### src/rtl/traffic_phase_ctrl_if.sv
// Signal bundle between the intersection phase sequencer and its environment:
// operator/pedestrian controls in, light heads and display values out.
interface traffic_phase_ctrl_if;
  logic       pause;
  logic       ped_req;
  logic       night;
  logic [2:0] main_ryg;
  logic [2:0] side_ryg;
  logic [4:0] remain;
  logic [2:0] phase;
  logic       tick;

  // Environment side: drives the controls, observes the lights.
  modport master (
    output pause, ped_req, night,
    input  main_ryg, side_ryg, remain, phase, tick
  );

  // Sequencer side.
  modport slave (
    input  pause, ped_req, night,
    output main_ryg, side_ryg, remain, phase, tick
  );
endinterface

### src/rtl/traffic_phase_ctrl.sv
// Two-way intersection phase sequencer (main road / side road).
// Derives a 1 s tick from the system clock, times each phase with a seconds
// counter that restarts on every phase change, and supports pause, an early
// pedestrian exit from main green, and a flashing-yellow night mode.
module traffic_phase_ctrl #(
  parameter int TICK_DIV     = 100000000,
  parameter int MAIN_GREEN_T = 30,
  parameter int SIDE_GREEN_T = 20,
  parameter int YELLOW_T     = 3,
  parameter int ALLRED_T     = 1,
  parameter int MIN_GREEN    = 10
) (
  input logic                 clk100M,
  input logic                 rst,
  traffic_phase_ctrl_if.slave bus
);

  localparam int DIV_W = (TICK_DIV > 1) ? $clog2(TICK_DIV) : 1;
  localparam logic [DIV_W-1:0] DIV_LAST = DIV_W'(TICK_DIV - 1);
  localparam logic [4:0] PED_MIN = 5'(MIN_GREEN - 1);

  typedef enum logic [2:0] {
    MG  = 3'd0,
    MY  = 3'd1,
    AR1 = 3'd2,
    SG  = 3'd3,
    SY  = 3'd4,
    AR2 = 3'd5,
    FL  = 3'd6
  } state_t;

  localparam logic [2:0] RED = 3'b100;
  localparam logic [2:0] YEL = 3'b010;
  localparam logic [2:0] GRN = 3'b001;
  localparam logic [2:0] OFF = 3'b000;

  state_t           state_q, state_d;
  logic [DIV_W-1:0] div_cnt;
  logic [4:0]       sec_cnt;
  logic [4:0]       dur;
  logic             ped_pend;
  logic             flash;
  logic             tick_w;
  logic             changing;

  // Tick fires on the last divider count unless paused (divider frozen).
  assign tick_w   = !bus.pause && (div_cnt == DIV_LAST);
  assign changing = (state_d != state_q);

  // Duration of the current phase in seconds.
  always_comb begin
    dur = 5'd0;
    case (state_q)
      MG:       dur = 5'(MAIN_GREEN_T);
      MY, SY:   dur = 5'(YELLOW_T);
      AR1, AR2: dur = 5'(ALLRED_T);
      SG:       dur = 5'(SIDE_GREEN_T);
      default:  dur = 5'd0;
    endcase
  end

  // Next-state: night overrides everything; expiry and pedestrian exit only on a tick.
  always_comb begin
    state_d = state_q;
    if (bus.night) begin
      state_d = FL;
    end else if (state_q == FL) begin
      state_d = AR2;
    end else if (tick_w) begin
      if (sec_cnt == dur - 5'd1) begin
        case (state_q)
          MG:      state_d = MY;
          MY:      state_d = AR1;
          AR1:     state_d = SG;
          SG:      state_d = SY;
          SY:      state_d = AR2;
          AR2:     state_d = MG;
          default: state_d = MG;
        endcase
      end else if (state_q == MG && ped_pend && sec_cnt >= PED_MIN) begin
        state_d = MY;
      end
    end
  end

  // Moore decode of the light heads and display values.
  always_comb begin
    bus.main_ryg = RED;
    bus.side_ryg = RED;
    bus.remain   = dur - sec_cnt;
    case (state_q)
      MG: bus.main_ryg = GRN;
      MY: bus.main_ryg = YEL;
      SG: bus.side_ryg = GRN;
      SY: bus.side_ryg = YEL;
      FL: begin
        bus.main_ryg = flash ? YEL : OFF;
        bus.side_ryg = flash ? YEL : OFF;
        bus.remain   = 5'd0;
      end
      default: ;
    endcase
  end

  assign bus.phase = state_q;
  assign bus.tick  = tick_w;

  // Free-running 1 s divider, held while paused.
  always_ff @(posedge clk100M or negedge rst) begin
    if (!rst) begin
      div_cnt <= '0;
    end else if (!bus.pause) begin
      div_cnt <= (div_cnt == DIV_LAST) ? '0 : div_cnt + 1'b1;
    end
  end

  // Phase register.
  always_ff @(posedge clk100M or negedge rst) begin
    if (!rst) state_q <= MG;
    else      state_q <= state_d;
  end

  // Seconds in the current phase: restarts on a phase change, counts ticks otherwise.
  always_ff @(posedge clk100M or negedge rst) begin
    if (!rst) begin
      sec_cnt <= 5'd0;
    end else if (changing) begin
      sec_cnt <= 5'd0;
    end else if (tick_w && state_q != FL) begin
      sec_cnt <= sec_cnt + 5'd1;
    end
  end

  // Flash phase: starts dark on entering night mode and toggles each second.
  always_ff @(posedge clk100M or negedge rst) begin
    if (!rst) begin
      flash <= 1'b0;
    end else if (state_d != FL || state_q != FL) begin
      flash <= 1'b0;
    end else if (tick_w) begin
      flash <= ~flash;
    end
  end

  // Pending pedestrian request; the MG->MY or FL entry consumes it, even if
  // a request arrives in that same cycle.
  always_ff @(posedge clk100M or negedge rst) begin
    if (!rst) begin
      ped_pend <= 1'b0;
    end else if (changing && (state_d == MY || state_d == FL)) begin
      ped_pend <= 1'b0;
    end else if (bus.ped_req && state_q != FL) begin
      ped_pend <= 1'b1;
    end
  end

endmodule

### src/flat_wrapper.sv
// flat-port wrapper written by rule: the top's interface ports become plain ports
module traffic_phase_ctrl_flat 
#(
  parameter int TICK_DIV     = 100000000,
  parameter int MAIN_GREEN_T = 30,
  parameter int SIDE_GREEN_T = 20,
  parameter int YELLOW_T     = 3,
  parameter int ALLRED_T     = 1,
  parameter int MIN_GREEN    = 10
)
  (clk100M, rst, bus_pause, bus_ped_req, bus_night, bus_main_ryg, bus_side_ryg, bus_remain, bus_phase, bus_tick);
  traffic_phase_ctrl_if bus_i ();
  input logic clk100M;
  input logic rst;
  input wire logic [$bits(bus_i.pause)-1:0] bus_pause;
  input wire logic [$bits(bus_i.ped_req)-1:0] bus_ped_req;
  input wire logic [$bits(bus_i.night)-1:0] bus_night;
  output wire logic [$bits(bus_i.main_ryg)-1:0] bus_main_ryg;
  output wire logic [$bits(bus_i.side_ryg)-1:0] bus_side_ryg;
  output wire logic [$bits(bus_i.remain)-1:0] bus_remain;
  output wire logic [$bits(bus_i.phase)-1:0] bus_phase;
  output wire logic [$bits(bus_i.tick)-1:0] bus_tick;
  assign bus_i.pause = bus_pause;
  assign bus_i.ped_req = bus_ped_req;
  assign bus_i.night = bus_night;
  assign bus_main_ryg = bus_i.main_ryg;
  assign bus_side_ryg = bus_i.side_ryg;
  assign bus_remain = bus_i.remain;
  assign bus_phase = bus_i.phase;
  assign bus_tick = bus_i.tick;
  traffic_phase_ctrl #(.TICK_DIV(TICK_DIV), .MAIN_GREEN_T(MAIN_GREEN_T), .SIDE_GREEN_T(SIDE_GREEN_T), .YELLOW_T(YELLOW_T), .ALLRED_T(ALLRED_T), .MIN_GREEN(MIN_GREEN)) u_core (.clk100M(clk100M), .rst(rst), .bus(bus_i));
endmodule
### config.mk
export PLATFORM = sky130hd
export DESIGN_NAME = traffic_phase_ctrl_flat
export DESIGN_NICKNAME = d
export VERILOG_FILES = /design/src/rtl/traffic_phase_ctrl_if.sv /design/src/rtl/traffic_phase_ctrl.sv /design/src/flat_wrapper.sv
export SDC_FILE = /design/constraint.sdc
export NUM_CORES = 1
export LEC_CHECK = 0
export CAP_MARGIN = 20
export CORE_MARGIN = 4
export CORE_UTILIZATION = 60
export CTS_CLUSTER_SIZE = 40
export DETAILED_ROUTE_END_ITERATION = 16
export PLACE_DENSITY = 0.82
export SYNTH_ARGS = -nofsm -noshare
export SYNTH_HDL_FRONTEND = slang
export SYNTH_SLANG_ARGS = --single-unit
### constraint.sdc
create_clock -name clk100M -period 8.8 [get_ports clk100M]
set_input_delay 0.88 -clock clk100M [delete_from_list [all_inputs] [get_ports clk100M]]
set_output_delay 0.88 -clock clk100M [all_outputs]
set_load 0.01 [all_outputs]
Word level (Yosys, flattened, before mapping):

Index checks and enable logic that the tools add are counted.

* $add $sub $neg: 4
* multiply operators: 0
* divide/modulo/power cells: 0
* order comparisons: 1
* equal/unequal tests: 13
* shift-type cells: 0
* multiplexer cells: 18
* bitwise logic cells: 1
* reduce and logical (&&, ||, !) cells: 15

Operators with widths (number)
* 27-bit by 1-bit adder with 27-bit output, second input constant: 1
* 27-bit equality test, second input constant: 1
* 27-bit two-way mux: 1
* 5-bit one-hot mux with 4 select lines: 1
* 3-bit one-hot mux with 3 select lines: 2
* 3-bit two-way mux: 5
* 5-bit two-way mux: 3
* 3-bit one-hot mux with 5 select lines: 1
* 3-bit equality test, second input constant: 4
* 3-bit by 1-bit equality test with 1-bit output, second input constant: 2
* 3-bit by 2-bit equality test with 1-bit output, second input constant: 2
* 1-bit logical AND: 6
* 3-bit != test, second input constant: 2
* 2-bit nonzero test: 3
* 5-bit by 1-bit adder with 5-bit output, second input constant: 1
* 5-bit equality test: 1
* 5-bit by 4-bit >= comparator with 1-bit output, second input constant: 1
* 5-bit by 1-bit subtractor with 5-bit output, second input constant: 1
* 5-bit subtractor: 1
* 1-bit two-way mux: 4
* 2-bit OR reduction: 2
* 3-bit logical NOT: 1
* 3-bit != test: 1
* 1-bit logical OR: 2
* other kinds (3): 3

* register bits: 37
* latch bits: 0
* RAM bits: 0
* bits in read-only memories: 0
* input port bits: 5
* output and inout port bits: 15
* logic and storage cells: 57
* memories kept: 0

Depth between registers and ports, before layout:

Gate-level depths: netlist of run 1.

* depth after elaboration: 13
* mapped depth: 12
* gate-level depth less buffers: 11

Worst setup path after synthesis of run 1:

Ideal clock, no wire load.

* path kind: register to output
* from: register u_core.state_q[2] (netlist: u_core.bus.phase[2])
* to: output port bus_remain[4]
* arrival: 2.427 ns
* required time: 7.920 ns
* setup slack: 5.493 ns
* cell stages (with the launch flop): 11
* buffers on the path: 1
* cell sequence: dfrtp_1 > clkbuf_1 > nor3_1 > nand2b_1 > ha_1 > inv_1 > fa_1 > a21o_1 > a21oi_1 > xnor2_1 > nor2_1

* word-level cells in the longest chain between the ends: 5
* elaborated cells on any way between the ends: 12
* those cells by class: 1 x add/sub; 6 x eq/ne; 2 x mux; 3 x reduce/logical

RTL lines
* start: declaration: RTL line traffic_phase_ctrl.sv:37 `state_t state_q, state_d;`
* start signal: assignment: RTL line traffic_phase_ctrl.sv:120 `else state_q <= state_d;`
* 3-bit equality test (tied with other cells): RTL line traffic_phase_ctrl.sv:53 `case (state_q)`
* 2-bit OR reduction: RTL line traffic_phase_ctrl.sv:53
* 5-bit one-hot mux with 4 select lines: RTL line traffic_phase_ctrl.sv:53
* 5-bit subtractor: RTL line traffic_phase_ctrl.sv:90 `bus.remain = dur - sec_cnt;`
* 5-bit two-way mux (*): RTL line traffic_phase_ctrl.sv:91 `case (state_q)`
* end: declaration: RTL line flat_wrapper.sv:20 `output wire logic [$bits(bus_i.remain)-1:0] bus_remain;`

Mark *: on every way between the ends. The rest lies on a longest branch, timed or not.

Final worst setup path of run 1:

* from: register u_core.state_q[1] (netlist: u_core.bus.phase[1])
* to: output port bus_remain[4]

Same word-level chain as after synthesis.

==> impl_metrics.env, run 1 <==
export IMPL_cp_slowest_cell="dfrtp_1"
export IMPL_reg2reg_slack_ps=5650
export IMPL_status="completed"
export IMPL_worstPathArrival_ps=3150
export IMPL_place_congestion=0.834
export IMPL_placed_area_um2=2490
export IMPL_power_share_clock=0.295
export IMPL_grt_pass1_wl_um=7140
export IMPL_path_buf_inv=2
export IMPL_required_ps=7920
export IMPL_die_width_um=69.6
export IMPL_syn_cell_area_um2=2280
export IMPL_cts_sinks=37
export IMPL_synthFlopType="dfrtp_1"
export IMPL_power_frac_comb=0.157
export IMPL_syn_area_per_cell_um2=9.23
export IMPL_io_pins=20
export IMPL_finalNetCount=281
export IMPL_synth_edff_count=0
export IMPL_clock_latency_ps=290
export IMPL_r2r_cells=11
export IMPL_cp_top_family="simple AND/OR/NAND/NOR gates"
export IMPL_drive_gt1_frac=0.0599
export IMPL_setup_ws_ps=4770
export IMPL_setup_violations=0
export IMPL_grt_total_usage=0.179
export IMPL_period_share=0.458
export IMPL_max_slew_margin_rel=0.387
export IMPL_met2_length_um=1970
export IMPL_p_sw_mw=0.107
export IMPL_critPathMaxStageDelay_ps=540
export IMPL_yosysWarnings=0
export IMPL_dieArea_um2=4850
export IMPL_hold_path_class="reg -> reg"
export IMPL_cts_buffers_inserted=5
export IMPL_period_minus_slack_ps=4030
export IMPL_drcViolationCount=0
export IMPL_power_density_nw_per_um2=147
export IMPL_path_class="reg -> out"
export IMPL_wl_met3_um=186
export IMPL_sw_frac_of_total=0.282
export IMPL_initial_core_util=0.623
export IMPL_first_iter_violations=76
export IMPL_async_flop_share=1.00
export IMPL_ff_latch_area_um2=926
export IMPL_grt_max_degree=38
export IMPL_dieHeight_um=69.6
export IMPL_clock_path_buffers=2
export IMPL_htreeDepth=2
export IMPL_wirelength_um=4080
export IMPL_synth_seq_cells=37
export IMPL_drv_slew=0
export IMPL_gr_total_overflow=0
export IMPL_wl_per_cell_um=12.9
export IMPL_fin_area_um2=2580
export IMPL_seqPwrFrac=0.548
export IMPL_ant_nets=0
export IMPL_rsz0062_at_grt="false"
export IMPL_hold_path_end="u_core.div_cnt[19]$_DFFE_PN0N_"
export IMPL_r2r_end="u_core.sec_cnt[1]$_DFFE_PN0P_"
export IMPL_first_global_vias=1685
export IMPL_crit_fanout=17
export IMPL_p_leak_nw=1.11
export IMPL_core_rowCount=22
export IMPL_internal_power_mw=0.272
export IMPL_top_layer="met4"
export IMPL_rr_startpoint="u_core.bus.phase[1]$_DFF_PN0_"
export IMPL_core_um2=3660
export IMPL_synth_nets=262
export IMPL_firstDrtPassIters=4
export IMPL_syn_to_final_growth_pct=13.1
export IMPL_holdPathStages=1
export IMPL_m1WireLength_um=1860
export IMPL_ir_drop_v=0.000114
export IMPL_root_buffer="clkbuf_8"
export IMPL_dp_hpwl_um=3100
export IMPL_cts_tree="yes"
export IMPL_antenna_cells=0
export IMPL_multi_input_area_um2=1250
export IMPL_tightest_slew_ps=911
export IMPL_clkSlewWorstSetupHoldPaths_ps=70
export IMPL_worstHoldStart="u_core.div_cnt[19]$_DFFE_PN0N_"
export IMPL_synth_distinct_cells=47
export IMPL_vias=1769
export IMPL_grt_antenna_before_repair=0
export IMPL_finalHoldViolCount=0
export IMPL_cap_viol_max_count=0
export IMPL_cts_resized_gates=0
export IMPL_via_per_inst=5.62
export IMPL_post_place_ws_ps=4910
export IMPL_ctsHoldBuffers=0
export IMPL_setup_tns_final_ps=0
export IMPL_fill_cells=300
export IMPL_synth_cells=247
export IMPL_end_kind="output pin"
export IMPL_seq_area_frac_synth=0.406
export IMPL_fmax_mhz=248
export IMPL_crit_chain="nor3_1 > nand2b_1 > ha_1 > inv_1 > fa_1 > a21o_1 > a21oi_1 > xnor2_1 > nor2_1 > clkdlybuf4s50_1"
export IMPL_numPortBuffers=19
export IMPL_postCtsSetupBuffers=0
export IMPL_startpoint_type="register"
export IMPL_skew_ps=9.39
[worst max-delay path by stage]
stage / from / end / depth (start not counted)
final: u_core.bus.phase[1]$_DFF_PN0_ / bus_remain[4] / 10
after global routing: u_core.bus.phase[1]$_DFF_PN0_ / bus_remain[4] / 10
after global placement: bus_pause / bus_tick / 6
after CTS: u_core.bus.phase[1]$_DFF_PN0_ / bus_remain[4] / 10
after floorplan: u_core.bus.phase[2]$_DFF_PN0_ / bus_remain[4] / 10
after detailed placement: bus_pause / bus_tick / 6
[cells in the final DEF (no fill, tap or decap), types with 2 or more instances in the layout]
cell type,n
nor4bb_1,2
clkinv_2,2
a21o_1,4
mux2i_1,3
dfrtp_1,37
and4_1,3
a21oi_1,12
buf_4,2
inv_1,13
nor4_1,3
nand3_1,10
ha_1,9
nor2b_1,2
and2_1,4
nand2_1,14
o21ai_0,6
or2_2,2
clkbuf_8,5
nand2b_1,5
nor2_1,38
nand4_1,8
clkdlybuf4s50_1,19
and3_1,3
xor2_1,16
xnor2_1,19
nor3_1,3
nand4b_1,2
[Yosys cell counts (all sizes together) (3+ instances only)]
| cell type | instances | area (µm²) |
|---|---|---|
| a21o | 4 | 30.0 |
| a21oi | 12 | 60.1 |
| and2 | 4 | 25.0 |
| and3 | 3 | 18.8 |
| and4 | 3 | 26.3 |
| buf | 4 | 31.3 |
| clkbuf | 5 | 18.8 |
| dfrtp | 37 | 926 |
| ha | 9 | 113 |
| inv | 13 | 48.8 |
| mux2i | 3 | 30.0 |
| nand2 | 14 | 52.6 |
| nand2b | 5 | 31.3 |
| nand3 | 10 | 50.1 |
| nand4 | 9 | 62.6 |
| nor2 | 38 | 143 |
| nor3 | 5 | 41.3 |
| nor4 | 3 | 18.8 |
| o21ai | 6 | 30.0 |
| or2 | 3 | 18.8 |
| xnor2 | 19 | 166 |
| xor2 | 16 | 140 |
[state kept, by name, indices dropped and copies added (netlist names)]
name              cells
u_core.div_cnt       27
u_core.sec_cnt        5
u_core.bus.phase      3
u_core.flash          1
u_core.ped_pend       1
[layer usage]
layer / global-route usage / vias up
met5: 0 / -
li1: - / 885
met1: 0.214 / 841
met3: 0.0449 / 8
met2: 0.313 / 35
met4: 0.0596 / 0
[per-stage QoR]
stage	utilization	hold WS [ps]	total power, mW	instances
final	0.704	498	0.379	315
after global routing	0.704	515	0.403	315
after CTS	0.704	497	0.382	315
after detailed placement	0.681	488	0.271	307
after global placement	0.681	475	0.269	307
after floorplan	-	460	0.250	247
[worst register-to-register path: stages (launching register included)]
cell      delay, ps
dfrtp_1         540
nor3_1          430
nand2b_1        190
ha_1            150
inv_1            40
ha_1            270
xor2_1          150
nor4_1          230
o21ai_0         240
o22a_1          300
o21ai_0         350
a21oi_1         130
[logic make-up (layout without fill, tap and decap cells)]
family / count (synthesis) / count (layout) / synth area share
AND/OR/NAND/NOR: 106 / 106 / 0.248
flip-flops: 37 / 37 / 0.406
adder cells (fa/ha/maj): 10 / 10 / 0.0582
buffers and inverters: 22 / 42 / 0.0434
AO/OA/AOI/OAI: 34 / 34 / 0.0972
XOR/XNOR: 35 / 35 / 0.134
multiplexers: 3 / 3 / 0.0132
[power by group through the flow]
| stage | Sequential, mW | Clock, mW | Combinational (mW) |
|---|---|---|---|
| after floorplan | 0.206 | 0 | 0.0438 |
| after global placement | 0.210 | 0 | 0.0586 |
| after detailed placement | 0.210 | 0 | 0.0606 |
| after CTS | 0.208 | 0.114 | 0.0605 |
| after global routing | 0.211 | 0.124 | 0.0689 |
| final | 0.208 | 0.112 | 0.0596 |
[area by class of cell]
class / count / area share
Timing Repair Buffer: 21 / 0.0796
Sequential cell: 37 / 0.359
Tap cell: 48 / 0.0233
Clock buffer: 6 / 0.0282
Clock inverter: 2 / 0.00388
Multi-Input combinational cell: 188 / 0.487
Inverter: 13 / 0.0189
(Power assumes the default switching activity.)
==> run 2: changes to the inputs <==
--- a/config.mk
+++ b/config.mk
@@ -7,10 +7,10 @@
 export LEC_CHECK = 0
 export CAP_MARGIN = 20
 export CORE_MARGIN = 4
-export CORE_UTILIZATION = 60
+export CORE_UTILIZATION = 52
 export CTS_CLUSTER_SIZE = 40
 export DETAILED_ROUTE_END_ITERATION = 16
-export PLACE_DENSITY = 0.82
+export PLACE_DENSITY = 0.76
 export SYNTH_ARGS = -nofsm -noshare
 export SYNTH_HDL_FRONTEND = slang
 export SYNTH_SLANG_ARGS = --single-unit
==> constraint.sdc (replaced) <==
create_clock -name clk100M -period 3.5 [get_ports clk100M]
set_input_delay 0.35 -clock clk100M [delete_from_list [all_inputs] [get_ports clk100M]]
set_output_delay 0.35 -clock clk100M [all_outputs]
set_load 0.01 [all_outputs]
==> run 2 against run 1 <==
First-iteration DRC count decreased by 25%. Combinational power increased by 150%. Clock skew decreased by 5.2 ps. Sequential cell count unchanged. Core utilization decreased by 7.3 points. Design area increased by 0.78%. Register-to-register slack got worse by 5100 ps.
==> impl_metrics.env, run 2 (same netlist as run 1, synthesis figures left out) <==
export IMPL_wl_per_cell_um=13.1
export IMPL_p_leak_nw=1.12
export IMPL_post_place_ws_ps=472
export IMPL_htreeDepth=2
export IMPL_setup_violations=0
export IMPL_grt_total_usage=0.171
export IMPL_p_total_mw=0.947
export IMPL_clock_path_buffers=2
export IMPL_first_global_vias=1601
export IMPL_vias=1738
export IMPL_cp_slowest_cell="clkdlybuf4s50_1"
export IMPL_core_rowCount=23
export IMPL_gr_total_overflow=0
export IMPL_rsz0062_at_grt="false"
export IMPL_clkSlewWorstSetupHoldPaths_ps=70
export IMPL_status="completed"
export IMPL_grt_max_degree=38
export IMPL_via_per_inst=5.45
export IMPL_path_class="reg -> out"
export IMPL_grt_antenna_before_repair=0
export IMPL_drive_gt1_frac=0.0818
export IMPL_firstDrtPassIters=4
export IMPL_numPortBuffers=19
export IMPL_die_width_um=74.2
export IMPL_crit_chain="nor3_2 > nand2b_1 > ha_1 > inv_1 > fa_1 > a21o_1 > a21oi_1 > xnor2_1 > nor2_1 > clkdlybuf4s50_1"
export IMPL_power_density_nw_per_um2=365
export IMPL_largest_reg_flops=27
export IMPL_cts_sinks=37
export IMPL_hold_path_class="in -> async"
export IMPL_setup_ws_ps=271
export IMPL_ant_nets=0
export IMPL_grt_pass1_wl_um=7260
export IMPL_wirelength_um=4180
export IMPL_skew_ps=4.23
export IMPL_syn_to_final_growth_pct=13.9
export IMPL_fin_cells=319
export IMPL_drcViolationCount=0
export IMPL_place_inst=311
export IMPL_startpoint_type="register"
export IMPL_cap_viol_max_count=0
export IMPL_end_kind="output pin"
export IMPL_finalHoldViolCount=0
export IMPL_period_minus_slack_ps=3230
export IMPL_sw_frac_of_total=0.278
export IMPL_internal_power_mw=0.683
export IMPL_power_share_clock=0.292
export IMPL_fin_area_um2=2600
export IMPL_drv_slew=0
export IMPL_ff_latch_area_um2=928
export IMPL_root_buffer="clkbuf_8"
export IMPL_placed_area_um2=2510
export IMPL_mostFrequentLayoutCell="nor2_1"
export IMPL_dieArea_um2=5510
export IMPL_dieHeight_um=74.2
export IMPL_reg2reg_slack_ps=600
export IMPL_dp_hpwl_um=3090
export IMPL_required_ps=3150
export IMPL_core_um2=4120
export IMPL_cts_tree="yes"
export IMPL_finalNetCount=283
export IMPL_regMostFlops="u_core.div_cnt"
export IMPL_tightest_slew_ps=789
export IMPL_seqPwrFrac=0.551
export IMPL_p_sw_mw=0.264
export IMPL_final_util=0.631
export IMPL_io_pins=20
export IMPL_period_share=0.923
export IMPL_initial_core_util=0.554
export IMPL_fmax_mhz=310
export IMPL_multi_input_area_um2=1260
export IMPL_max_slew_margin_rel=0.474
export IMPL_clock_latency_ps=280
export IMPL_ir_drop_v=0.000269
export IMPL_setup_tns_final_ps=0
export IMPL_worstPathArrival_ps=2880
export IMPL_ctsHoldBuffers=0
export IMPL_power_frac_comb=0.157
export IMPL_holdWs_ps=150
export IMPL_antenna_cells=0
export IMPL_final_cell_mix="nor2_1, dfrtp_1, xnor2_1"
export IMPL_first_iter_violations=57
export IMPL_fill_cells=365
export IMPL_crit_fanout=17
export IMPL_critPathMaxStageDelay_ps=540
export IMPL_cts_buffers_inserted=5
export IMPL_place_congestion=0.825
-- run 2: cell count changes in the layout (fill, tap and decap cells not counted) --
cell	before	now
buf_4	2	4
buf_2	0	1
nor3_2	1	2
clkdlybuf4s50_1	19	18
dfrtp_1	37	35
dfrtp_2	0	2
nor3_1	3	2
-- run 2: power groups by stage --
| stage | Combinational, mW | Clock, mW | Sequential [mW] |
|---|---|---|---|
| after floorplan | 0.110 | 0 | 0.518 |
| after global placement | 0.146 | 0 | 0.529 |
| after detailed placement | 0.151 | 0 | 0.529 |
| after CTS | 0.152 | 0.290 | 0.522 |
| after global routing | 0.177 | 0.311 | 0.530 |
| final | 0.149 | 0.276 | 0.522 |
-- run 2: area by class of cell --
type / instances / share of cell area
multi-input combinational: 188 / 0.485
sequential: 37 / 0.357
timing repair buffer: 23 / 0.0829
clock buffer: 6 / 0.0279
tap: 50 / 0.0241
inverter: 13 / 0.0188
clock inverter: 2 / 0.00385
-- run 2: layer usage --
metal	GRT usage	routed length (µm)	vias up
met5	0	0	-
met4	0.0553	40	0
met3	0.0365	158	5
met2	0.275	1980	31
met1	0.233	2000	815
li1	-	-	887
-- run 2: path summary, 6_finish.rpt --
check	startpoint	to	cells after the start
max	u_core.bus.phase[1]$_DFF_PN0_	bus_remain[4]	10
min	rst	u_core.bus.phase[2]$_DFF_PN0_	1
max reg2reg	u_core.bus.phase[1]$_DFF_PN0_	u_core.sec_cnt[1]$_DFFE_PN0P_	11
min reg2reg	u_core.div_cnt[6]$_DFFE_PN0N_	u_core.div_cnt[6]$_DFFE_PN0N_	1
max in group asynchronous	rst	u_core.bus.phase[0]$_DFF_PN0_	1
min in group clk100M	u_core.div_cnt[6]$_DFFE_PN0N_	u_core.div_cnt[6]$_DFFE_PN0N_	1
-- run 2: critical path, delay by kind of cell, from the launching register on --
kind / cells / cell delay, ps
AND/OR/NAND/NOR: 3 / 460
adder cells (fa/ha/maj): 2 / 580
buffers and inverters: 2 / 600
XOR/XNOR: 1 / 80
AO/OA/AOI/OAI: 2 / 370
flip-flops: 1 / 510
-- run 2: timing repair --
item	CTS	global route
buffers inserted	0	0
gates resized for setup	0	3
endpoints found under the setup margin	0	1
